==> config.mk <==
export PLATFORM = sky130hd
export DESIGN_NAME = if_stage
export DESIGN_NICKNAME = d
export VERILOG_FILES = /design/src/rtl/if_pkg.sv /design/src/rtl/if_skid_buf.sv /design/src/rtl/if_stage.sv
export SDC_FILE = /design/constraint.sdc
export NUM_CORES = 1
export LEC_CHECK = 0
export ABC_AREA = 1
export CAP_MARGIN = 25
export CORE_ASPECT_RATIO = 1.4
export CORE_MARGIN = 2
export CORE_UTILIZATION = 37
export CTS_CLUSTER_SIZE = 14
export DETAILED_ROUTE_END_ITERATION = 10
export DONT_BUFFER_PORTS = 1
export GPL_TIMING_DRIVEN = 0
export HOLD_SLACK_MARGIN = 0.02
export PLACE_DENSITY = 0.56
export SLEW_MARGIN = 20
export SYNTH_ARGS = -nofsm -noshare
export SYNTH_HDL_FRONTEND = slang
export SYNTH_SLANG_ARGS = --single-unit
==> constraint.sdc <==
create_clock -name clk -period 2 [get_ports clk]
set_input_delay 0.4 -clock clk [delete_from_list [all_inputs] [get_ports clk]]
set_output_delay 0.4 -clock clk [all_outputs]
set_load 0.03 [all_outputs]
==> src/rtl/if_pkg.sv <==
// ============================================================================
// if_pkg : shared types and constants for the instruction-fetch stage
// Revision : 1.0
// ============================================================================
`default_nettype none

package if_pkg;

  typedef enum logic [2:0] {
    ST_IDLE     = 3'd0,
    ST_REQ      = 3'd1,
    ST_REQ_KILL = 3'd2,
    ST_WAIT     = 3'd3,
    ST_DROP     = 3'd4,
    ST_FULL     = 3'd5
  } if_state_e;

  localparam logic [31:0] INST_NOP = 32'h0000_0000;
  localparam logic [31:0] PC_STEP  = 32'd4;

  function automatic logic [31:0] align_pc(input logic [31:0] pc);
    return pc & ~32'd3;
  endfunction

endpackage

`default_nettype wire

==> src/rtl/if_skid_buf.sv <==
// ============================================================================
// if_skid_buf : one-entry {pc, inst} holding register absorbing decode stalls
// Revision : 1.0
// ============================================================================
`default_nettype none

module if_skid_buf
  import if_pkg::*;
(
  input  logic        clk,
  input  logic        rst_n,
  input  logic        load_i,
  input  logic        unload_i,
  input  logic        clear_i,
  input  logic [31:0] pc_i,
  input  logic [31:0] inst_i,
  output logic        valid_o,
  output logic        valid_d_o,
  output logic [31:0] pc_o,
  output logic [31:0] inst_o
);

  logic        valid_q, valid_d;
  logic [31:0] pc_q, inst_q;

  // Clear beats load beats unload; a simultaneous load+unload keeps the entry full.
  always_comb begin
    valid_d = valid_q;
    if (clear_i) begin
      valid_d = 1'b0;
    end else if (load_i) begin
      valid_d = 1'b1;
    end else if (unload_i) begin
      valid_d = 1'b0;
    end
  end

  always_ff @(posedge clk or negedge rst_n) begin
    if (!rst_n) begin
      valid_q <= 1'b0;
      pc_q    <= 32'h0;
      inst_q  <= INST_NOP;
    end else begin
      valid_q <= valid_d;
      if (load_i && !clear_i) begin
        pc_q   <= pc_i;
        inst_q <= inst_i;
      end
    end
  end

  assign valid_o   = valid_q;
  assign valid_d_o = valid_d;
  assign pc_o      = pc_q;
  assign inst_o    = inst_q;

endmodule

`default_nettype wire

==> src/rtl/if_stage.sv <==
// ============================================================================
// if_stage : MIPS fetch stage - PC, single-outstanding imem handshake, IF/ID reg
// Revision : 1.0
// ============================================================================
`default_nettype none

module if_stage
  import if_pkg::*;
#(
  parameter logic [31:0] RESET_PC = 32'h0000_0000
) (
  input  logic        clk,
  input  logic        rst_n,
  output logic        imem_req_o,
  output logic [31:0] imem_addr_o,
  input  logic        imem_gnt_i,
  input  logic        imem_rvalid_i,
  input  logic [31:0] imem_rdata_i,
  input  logic        stall_i,
  input  logic        flush_i,
  input  logic [31:0] redirect_pc_i,
  output logic [31:0] pc_o,
  output logic [31:0] inst_o,
  output logic        inst_valid_o
);

  if_state_e   state_q, state_d;
  logic [31:0] pc_q, pc_d;
  logic [31:0] addr_q, addr_d;
  logic        out_valid_q, out_valid_d;
  logic [31:0] out_pc_q, out_pc_d;
  logic [31:0] out_inst_q, out_inst_d;

  logic        consume, out_free, resp_take;
  logic        skid_load, skid_unload, skid_valid, skid_valid_d;
  logic [31:0] skid_pc, skid_inst, redirect_pc;

  assign redirect_pc = align_pc(redirect_pc_i);
  assign consume     = out_valid_q && !stall_i;
  assign out_free    = !out_valid_q || consume;
  // addr_q still holds the address of the in-flight request while in WAIT.
  assign resp_take   = (state_q == ST_WAIT) && imem_rvalid_i && !flush_i;
  assign skid_unload = out_free && skid_valid;
  assign skid_load   = resp_take && (!out_free || skid_valid);

  if_skid_buf u_skid (
    .clk       (clk),
    .rst_n     (rst_n),
    .load_i    (skid_load),
    .unload_i  (skid_unload),
    .clear_i   (flush_i),
    .pc_i      (addr_q),
    .inst_i    (imem_rdata_i),
    .valid_o   (skid_valid),
    .valid_d_o (skid_valid_d),
    .pc_o      (skid_pc),
    .inst_o    (skid_inst)
  );

  always_comb begin
    out_valid_d = out_valid_q;
    out_pc_d    = out_pc_q;
    out_inst_d  = out_inst_q;
    if (flush_i) begin
      out_valid_d = 1'b0;
    end else if (out_free) begin
      if (skid_valid) begin
        out_valid_d = 1'b1;
        out_pc_d    = skid_pc;
        out_inst_d  = skid_inst;
      end else if (resp_take) begin
        out_valid_d = 1'b1;
        out_pc_d    = addr_q;
        out_inst_d  = imem_rdata_i;
      end else begin
        out_valid_d = 1'b0;
      end
    end
  end

  always_comb begin
    state_d = state_q;
    pc_d    = pc_q;
    addr_d  = addr_q;
    if (flush_i) begin
      pc_d = redirect_pc;
    end
    case (state_q)
      ST_IDLE: state_d = ST_REQ;
      ST_REQ: begin
        if (flush_i) begin
          state_d = imem_gnt_i ? ST_DROP : ST_REQ_KILL;
        end else if (imem_gnt_i) begin
          pc_d    = pc_q + PC_STEP;
          state_d = ST_WAIT;
        end
      end
      ST_REQ_KILL: begin
        if (imem_gnt_i) begin
          state_d = ST_DROP;
        end
      end
      ST_WAIT: begin
        if (flush_i) begin
          state_d = imem_rvalid_i ? ST_REQ : ST_DROP;
        end else if (imem_rvalid_i) begin
          state_d = skid_valid_d ? ST_FULL : ST_REQ;
        end
      end
      ST_DROP: begin
        if (imem_rvalid_i) begin
          state_d = ST_REQ;
        end
      end
      ST_FULL: begin
        if (flush_i || !skid_valid_d) begin
          state_d = ST_REQ;
        end
      end
      default: state_d = ST_IDLE;
    endcase
    // The request address is captured on entry to REQ so it stays frozen through REQ_KILL.
    if (state_d == ST_REQ) begin
      addr_d = pc_d;
    end
  end

  always_ff @(posedge clk or negedge rst_n) begin
    if (!rst_n) begin
      state_q     <= ST_IDLE;
      pc_q        <= RESET_PC;
      addr_q      <= RESET_PC;
      out_valid_q <= 1'b0;
      out_pc_q    <= 32'h0;
      out_inst_q  <= INST_NOP;
    end else begin
      state_q     <= state_d;
      pc_q        <= pc_d;
      addr_q      <= addr_d;
      out_valid_q <= out_valid_d;
      out_pc_q    <= out_pc_d;
      out_inst_q  <= out_inst_d;
    end
  end

  assign imem_req_o   = (state_q == ST_REQ) || (state_q == ST_REQ_KILL);
  assign imem_addr_o  = addr_q;
  assign pc_o         = out_pc_q;
  assign inst_o       = out_inst_q;
  assign inst_valid_o = out_valid_q;

`ifndef SYNTHESIS
  a_rvalid_only_when_waiting: assert property (@(posedge clk) disable iff (!rst_n)
    imem_rvalid_i |-> (state_q == ST_WAIT || state_q == ST_DROP));
`endif

endmodule

`default_nettype wire

[After elaboration in Yosys (flattened, before gate mapping)]
Index checks and enable logic that the tools add are counted.
Operators by class
  reductions and logical operators: 19
  mux-type cells: 26
  equality and inequality tests: 6
  $add $sub $neg: 1
  bitwise gates (word level): 1
Operators with widths (count)
  2-to-1 mux 32 bit: 8
  adder 32 x 3 -> 32 bit (second input constant): 1
  2-to-1 mux 3 bit: 10
  case mux 3 bit (6 select lines): 1
  2-to-1 mux 1 bit: 7
  equality test 3 x 1 -> 1 bit (second input constant): 2
  equality test 3 x 2 -> 1 bit (second input constant): 2
  equality test 3 bit (second input constant): 2
  logical AND 1 bit: 6
  zero test 1 bit: 5
  logical OR 1 bit: 4
  nonzero test 2 bit: 2
  zero test 3 bit: 1
  AND reduction 3 bit: 1
  NOT 1 bit: 1
Word-level totals
  bits of input ports: 70
  output and inout bits: 98
  register bits: 197

[Depth between registers and ports, before layout]
Gate-level depths: netlist of run 1.
  word-level depth: 13
  mapped depth: 12
  mapped depth without buffers: 11

[Cells and area by module]
A second synthesis of run 1 with hierarchy kept.
Unflattened totals
  cells, all modules: 1202
  area total of the unflattened synthesis: 9524.1 µm²
Modules (own cells, without submodules)
  if_stage: instances 1, seq. area each 3303.2 µm², area an instance 6910.4 µm², cells each 919
  if_skid_buf: instances 1, seq. area each 1626.6 µm², area an instance 2613.8 µm², cells each 283

[Least setup slack after synthesis of run 1]
No wires, ideal clock.
  kind: register to register
  start point: register pc_q[2]
  end point: register addr_q[20], in the netlist imem_addr_o[20]
  stages on the path, launching flop included: 11
  arrival time: 1.494 ns
  period minus slack after synthesis: 1.611 ns
  setup slack: 0.389 ns
  path buffers: 0
  required time: 1.883 ns
  cells stage by stage: dfrtp_1 ha_1 nand2_1 nor2_1 nand3_1 nor2_1 nand2_1 nand3_1 nand2_1 nand2_1 nand2_1
On the way
  cells in the longest elaborated chain, start to end: 4
RTL lines
  from (decl): RTL line if_stage.sv:28  | logic [31:0] pc_q, pc_d;
  from (signal assigned): RTL line if_stage.sv:138  | pc_q <= pc_d;
  adder 32 x 3 -> 32 bit: RTL line if_stage.sv:94  | pc_d = pc_q + PC_STEP;
  2-to-1 mux 32 bit: RTL line if_stage.sv:93  | end else if (imem_gnt_i) begin
  2-to-1 mux 32 bit: RTL line if_stage.sv:91  | if (flush_i) begin
  2-to-1 mux 32 bit: RTL line if_stage.sv:88  | case (state_q)
  named net pc_d[20]: RTL line if_stage.sv:28
  to (signal assigned): RTL line if_stage.sv:139  | addr_q <= addr_d;
  to (decl): RTL line if_stage.sv:29  | logic [31:0] addr_q, addr_d;
The timed path passes the listed nets, and every way through them passes these cells.
A chain may end at the register's enable or synchronous reset.

[Final worst setup path of run 1]
  start point: register state_q[1]
  end point: output port imem_req_o
On the way
  cells in the longest elaborated chain, start to end: 2
  elaborated cells on any way between the ends: 3
  those cells by class: 2 x eq/ne; 1 x reduce/logical
RTL lines
  from (decl): RTL line if_stage.sv:27  | if_state_e state_q, state_d;
  from (signal assigned): RTL line if_stage.sv:137  | state_q <= state_d;
  equality test 3 x 1 -> 1 bit / equality test 3 x 2 -> 1 bit (equally long branches): RTL line if_stage.sv:146  | assign imem_req_o = (state_q == ST_REQ) || (state_q == ST_REQ_KILL);
  logical OR 1 bit *: RTL line if_stage.sv:146
  to (decl): RTL line if_stage.sv:14  | output logic imem_req_o,
Every way passes the cells marked *; elsewhere a longest branch is shown, timed or not.

==> results of run 1 <==
-- repair_timing --
item                       in CTS  in global routing
buffers inserted                0                  2
gates resized for setup         5                  9
pin swaps                       0                  1
hold endpoints to repair      197                197
setup endpoints to repair      36                 47
-- path summary, 6_finish.rpt --
| check | to | slack [ps] | depth (start not counted) |
|---|---|---|---|
| max | imem_req_o | 100 | 3 |
| min | pc_q[3]$_DFF_PN0_ | -330 | 0 |
| max reg2reg | imem_addr_o[31]$_DFFE_PN0N_ | 130 | 11 |
| min reg2reg | pc_q[0]$_DFF_PN0_ | 480 | 2 |
| max in group asynchronous | pc_q[21]$_DFF_PN0_ | 1760 | 0 |
| min in group clk | u_skid.inst_o[3]$_DFFE_PN0P_ | 110 | 1 |
-- layout make-up --
class | instances | share of cell area
Tap cell | 315 | 0.0381
Timing Repair Buffer | 2 | 0.00145
Multi-Input combinational cell | 772 | 0.367
Clock buffer | 20 | 0.0442
Buffer | 53 | 0.0266
Inverter | 65 | 0.0236
Sequential cell | 197 | 0.477
Clock inverter | 11 | 0.0214
-- where the power goes --
group	internal, mW	leakage, nW	total (mW)	switching (mW)
registers	5.25	2.45	8.38	3.14
logic	1.40	2.06	3.58	2.18
clock network	2.42	0.323	3.97	1.55
total	9.06	4.84	15.9	6.87
-- critical path, delay by kind of cell, from the launching register on --
family	cells	cell delay (ps)
buffers and inverters	1	150
DFF	1	390
and+or+nand+nor	2	530
-- cells in the final DEF (no fill, tap or decap), drive strengths merged --
cell type and count:
o21bai 1, inv 66, a31oi 65, mux2 49, buf 35, a21o 1
nand3 41, xor2 7, a21boi 5, o21ai 71, mux2i 2, dfrtp 197
clkbuf 40, nand4 4, xnor2 2, o32ai 1, nor4 1, clkinvlp 2
or2 6, nand2 366, bufinv 6, nor3 1, a21oi 9, ha 1
nor2 133, clkinv 2, o211ai 6
-- cell usage after synthesis, drive strengths merged --
cell    count  share of area
xnor2       2         0.0019
nor2      133          0.056
mux2i       2         0.0022
a21boi      5         0.0041
o32ai       1        0.00095
o21bai      1        0.00082
inv        65          0.026
o211ai      6         0.0049
nand2     366           0.15
o21ai      71          0.039
a21o        1        0.00082
buf        33          0.022
or2         6         0.0041
nor4        1        0.00068
a21oi       9         0.0049
dfrtp     197           0.54
ha          1         0.0014
clkbuf     20         0.0082
xor2        7         0.0067
a31oi      65          0.044
mux2       49          0.060
nand3      41          0.024
nand4       4         0.0027
nor3        1        0.00054
-- kinds of logic after synthesis --
logic type                 count (synthesis)  share of synthesized area
and+or+nand+nor                          552                      0.237
DFF                                      197                      0.535
AOI/OAI and AO/OA                        159                     0.0992
buffers and inverters                    118                     0.0562
muxes                                     51                     0.0621
xor gates and xnor gates                   9                    0.00856
adders and majority gates                  1                    0.00136
-- through the flow --
step                      setup WS [ps]  area [µm²]  std cells   util  setup TNS (ps)
after floorplan                     389        9210       1087      -               0
after global placement             -188        9600       1402  0.391           -1290
after detailed placement           -200        9600       1402  0.391           -1480
after CTS                          8.27       10300       1433  0.419               0
after global routing               16.3       10300       1435  0.420               0
final                               100       10300       1435  0.420               0
-- sequential cells by signal (all words and copies together), names as in the netlist --
register,count
inst_valid_o,1
pc_o,32
pc_q,32
imem_addr_o,32
u_skid.valid_o,1
inst_o,32
u_skid.inst_o,32
state_q,3
u_skid.pc_o,32
-- layer usage --
| layer | routed length [µm] | global-route usage | vias to the layer above |
|---|---|---|---|
| met1 | 9800 | 0.224 | 3393 |
| met2 | 13000 | 0.343 | 139 |
| met4 | 441 | 0.0591 | 0 |
| met5 | 0 | 0 | - |
| li1 | - | - | 3576 |
| met3 | 1470 | 0.0561 | 26 |
==> flow_summary.json, run 1 <==
{
  "status": "complete, but fails checks",
  "violations": "hold timing",
  "finalHoldViolCount": 197,
  "clock.fmax_mhz": 526,
  "powerDensity_nw_per_um2": 1540,
  "endpoint_kind": "primary output",
  "syn_nets": 1158,
  "fp.dieW_um": 137,
  "start_util": 0.375,
  "arrival_ps": 1500,
  "rsz0062_at_grt": "no",
  "rows": 68,
  "fin_crit_ps": 1900,
  "overflow": 0,
  "grt_max_degree": 198,
  "cts_buffer_depth": 2,
  "final-seq-area_um2": 4930,
  "finalPower_mw": 15.9,
  "yosysWarnings": 0,
  "clk_latency_ps": 440,
  "cts_made_buffers": 17,
  "netlist_instances": 1087,
  "power.leakage_nw": 4.84,
  "fillCellCount": 2441,
  "clock_sinks": 197,
  "max_stage_delay_ps": 390,
  "synthesis.area_um2": 9210,
  "dp_hpwl_um": 18500,
  "slew_headroom": 0.526,
  "core_um2": 24600,
  "vias": 7134,
  "dieArea_um2": 26200,
  "path_cells": "inv_1, nand3_2, nand2_1",
  "firstDrtPassIters": 5,
  "required_ps": 1600,
  "grt_pass1_wl_um": 38600,
  "hold_path_class": "in2async",
  "drive_gt1_frac": 0.127,
  "drc": 0,
  "die_y_um": 191,
  "syn_avg_cell_area_um2": 8.47,
  "antenna_found_initial": 0,
  "cp-start-kind": "flop",
  "holdWs_ps": -326,
  "ys_types": 31,
  "setup_viol": 0,
  "drt_wl_total_um": 24700,
  "avgViaCountPerCell": 4.97,
  "nets": 1179,
  "multi_input_area_um2": 3790,
  "grt_pass1_vias": 7075,
  "ys_seq_area_frac": 0.535,
  "fin_worst_skew_ps": 10.8,
  "path_clk_slew_ps": 80,
  "path_max_fanout": 8,
  "drv_cap": 0,
  "portBuffers": 0,
  "final_max_slew_viol_count": 0,
  "period_share": 0.950,
  "reg2reg_from": "inst_valid_o$_DFFE_PN0P_",
  "tritoncts": "built",
  "grtUsageTotal": 0.194,
  "diodes": 0,
  "area_delta_synth_final_pct": 12.2,
  "ant_nets": 0,
  "htree_levels": 4,
  "tightest_slew_ps": 711,
  "wire_per_inst_um": 17.2,
  "ys_seq_elements": 197,
  "vdd_drop_max_mv": 0.671,
  "critical_path.startpoint": "state_q[1]$_DFF_PN0_",
  "drtIter0Drc": 399,
  "cts_root_buf": "clkbuf_16",
  "criticalPathCategory": "reg2out",
  "gp_congestion": 0.924,
  "io-pin-count": 168,
  "slowest_stage": "dfrtp_1"
}
Power figures use the tool's default switching activity.
==> inputs of run 2 (changes only) <==
Settings changed: CORE_MARGIN 2 to not set.
==> run 2 against run 1 <==
  * The flow still finishes with violations (hold timing)
  * Via count shrank 0.77%
  * Worst hold slack gained 0.79 ps
  * Clock-buffer cell count is the same
  * Sequential cell count is the same
  * Setup slack gained 35 ps
  * Critical path depth is the same
  * Register-to-register slack gained 20 ps
==> flow_summary.json, run 2 (synthesis gave the netlist of run 1 again) <==
{
  "avgViaCountPerCell": 4.95,
  "drt_wl_total_um": 24600,
  "finalHoldViolCount": 197,
  "holdWs_ps": -325,
  "layoutNonFillerInstCount": 1431,
  "cp-start-kind": "flop",
  "final_common_cell": "nand2_1",
  "period_share": 0.932,
  "final_max_slew_viol_count": 0,
  "cts_root_buf": "clkbuf_16",
  "drtIter0Drc": 303,
  "status": "complete, but fails checks",
  "vdd_drop_max_mv": 0.896,
  "maxUsedRoutingLayer": "met4",
  "htree_levels": 4,
  "core_um2": 24200,
  "wl_met3_um": 1320,
  "wl_met1_um": 9930,
  "grt_pass1_wl_um": 39100,
  "area_delta_synth_final_pct": 12.3,
  "clk_latency_ps": 430,
  "grtUsageTotal": 0.203,
  "path_clk_slew_ps": 70,
  "firstDrtPassIters": 4,
  "violations": "hold timing",
  "pwr-share-seq": 0.531,
  "wire_per_inst_um": 17.2,
  "tightest_slew_ps": 704,
  "reg2reg_slack_ps": 150,
  "endpoint_kind": "primary output",
  "drv_cap": 0,
  "fp.dieW_um": 135,
  "portBuffers": 0,
  "reg2reg_from": "state_q[1]$_DFF_PN0_",
  "gp_congestion": 0.919,
  "overflow": 0,
  "criticalPathCategory": "reg2out",
  "path_max_fanout": 8,
  "antenna_found_initial": 0,
  "rows": 67,
  "die_y_um": 189,
  "hold_path_class": "in2async",
  "clock.fmax_mhz": 536,
  "grt_max_degree": 198,
  "pwr-share-comb": 0.227,
  "slew_headroom": 0.531,
  "drc": 0,
  "cts_buffer_depth": 2,
  "fin_setup_tns_ps": 0,
  "fin_worst_skew_ps": 8.65,
  "tritoncts": "built",
  "clock_sinks": 197,
  "final_cell_mix": "nand2_1, dfrtp_1, nor2_1",
  "diodes": 0,
  "r2r-end": "imem_addr_o[19]$_DFFE_PN0N_",
  "powerDensity_nw_per_um2": 1530,
  "io-pin-count": 168,
  "arrival_ps": 1460,
  "switchingPower_mw": 6.86,
  "fin_crit_ps": 1860,
  "grt_pass1_vias": 7181,
  "drive_gt1_frac": 0.129,
  "vias": 7079,
  "power.leakage_nw": 4.85,
  "setup_viol": 0,
  "fillCellCount": 2412,
  "dieArea_um2": 25500,
  "dp_hpwl_um": 18300,
  "intPower_mw": 8.98,
  "nets": 1180,
  "required_ps": 1600,
  "dp_cells": 1397,
  "cts_made_buffers": 17,
  "ant_nets": 0,
  "ff2ff_path_depth": 9,
  "wl_met2_um": 12800,
  "start_util": 0.380,
  "p_clk_frac": 0.242,
  "netSwitchingFraction": 0.433
}
## run 2: cell types whose count changed in the layout (fill, tap and decap cells not counted)
cell,previous run,this run
clkinv_2,0,1
bufinv_16,6,5
clkinvlp_4,2,1
nand3_4,1,2
clkinv_4,2,3
nand3_1,38,37
dfrtp_2,3,1
clkbuf_1,20,18
dfrtp_1,194,196
buf_4,3,5
ha_2,0,1
clkbuf_8,2,3
ha_1,1,0
## run 2: layout make-up
type | instances | area [µm²] | share of cell area
plain buffers | 52 | 272 | 0.0263
clock buffers | 20 | 467 | 0.0451
clock inverters | 11 | 198 | 0.0191
inverters | 65 | 244 | 0.0236
multi-input cells | 772 | 3810 | 0.369
flip-flops and latches | 197 | 4930 | 0.477
well taps | 310 | 388 | 0.0375
repair buffers | 4 | 30.0 | 0.00290
## run 2: worst max-delay path: stages, from the launching register on
cell,delay (ps)
dfrtp_1,400
inv_1,170
nand3_4,160
nand2_1,310
## run 2: stage by stage
| stage | power (mW) | utilization | hold WS [ps] | cell area, µm² | setup slack [ps] |
|---|---|---|---|---|---|
| after floorplan | 10.9 | - | 104 | 9210 | 389 |
| after global placement | 12.0 | 0.396 | 124 | 9600 | -185 |
| after detailed placement | 12.1 | 0.396 | 124 | 9600 | -189 |
| after CTS | 16.0 | 0.424 | -348 | 10300 | 3.10 |
| after global routing | 16.9 | 0.427 | -354 | 10300 | -6.25 |
| final | 15.8 | 0.427 | -325 | 10300 | 135 |
## run 2: routing by layer
layer,vias to the layer above,GRT usage
met3,30,0.0519
li1,3572,-
met1,3333,0.232
met4,0,0.0678
met5,-,0
met2,144,0.362
## run 2: power groups by stage
stage	sequential [mW]	combinational [mW]	clock, mW
detailed placement	8.52	3.58	0
floorplan	8.01	2.85	0
global placement	8.49	3.51	0
global route	8.60	4.17	4.10
finish	8.41	3.59	3.84
CTS	8.45	3.62	3.92
## run 2: repair_timing
action	4_1_cts	5_1_grt
gates cloned	0	0
gates resized for setup	5	10
endpoints found under the setup margin	31	49
pin swaps	0	1
buffers inserted	0	4
hold endpoints to repair	197	197
## run 2: worst max-delay path by stage
stage	from	endpoint	slack, ps	cells after the start
after floorplan	pc_q[2]$_DFF_PN0_	imem_addr_o[20]$_DFFE_PN0N_	390	10
after global placement	pc_q[2]$_DFF_PN0_	imem_addr_o[20]$_DFFE_PN0N_	-180	10
after detailed placement	pc_q[2]$_DFF_PN0_	imem_addr_o[20]$_DFFE_PN0N_	-190	10
after CTS	inst_valid_o$_DFFE_PN0P_	imem_addr_o[31]$_DFFE_PN0N_	3	11
after global routing	state_q[1]$_DFF_PN0_	imem_addr_o[27]$_DFFE_PN0N_	-6	11
final	state_q[1]$_DFF_PN0_	imem_req_o	140	3
==> inputs of run 3 (changes only) <==
Settings changed: CORE_MARGIN set to 1.
==> results of run 3 <==
The final DEF is identical to that of run 2; final timing and power are the same.
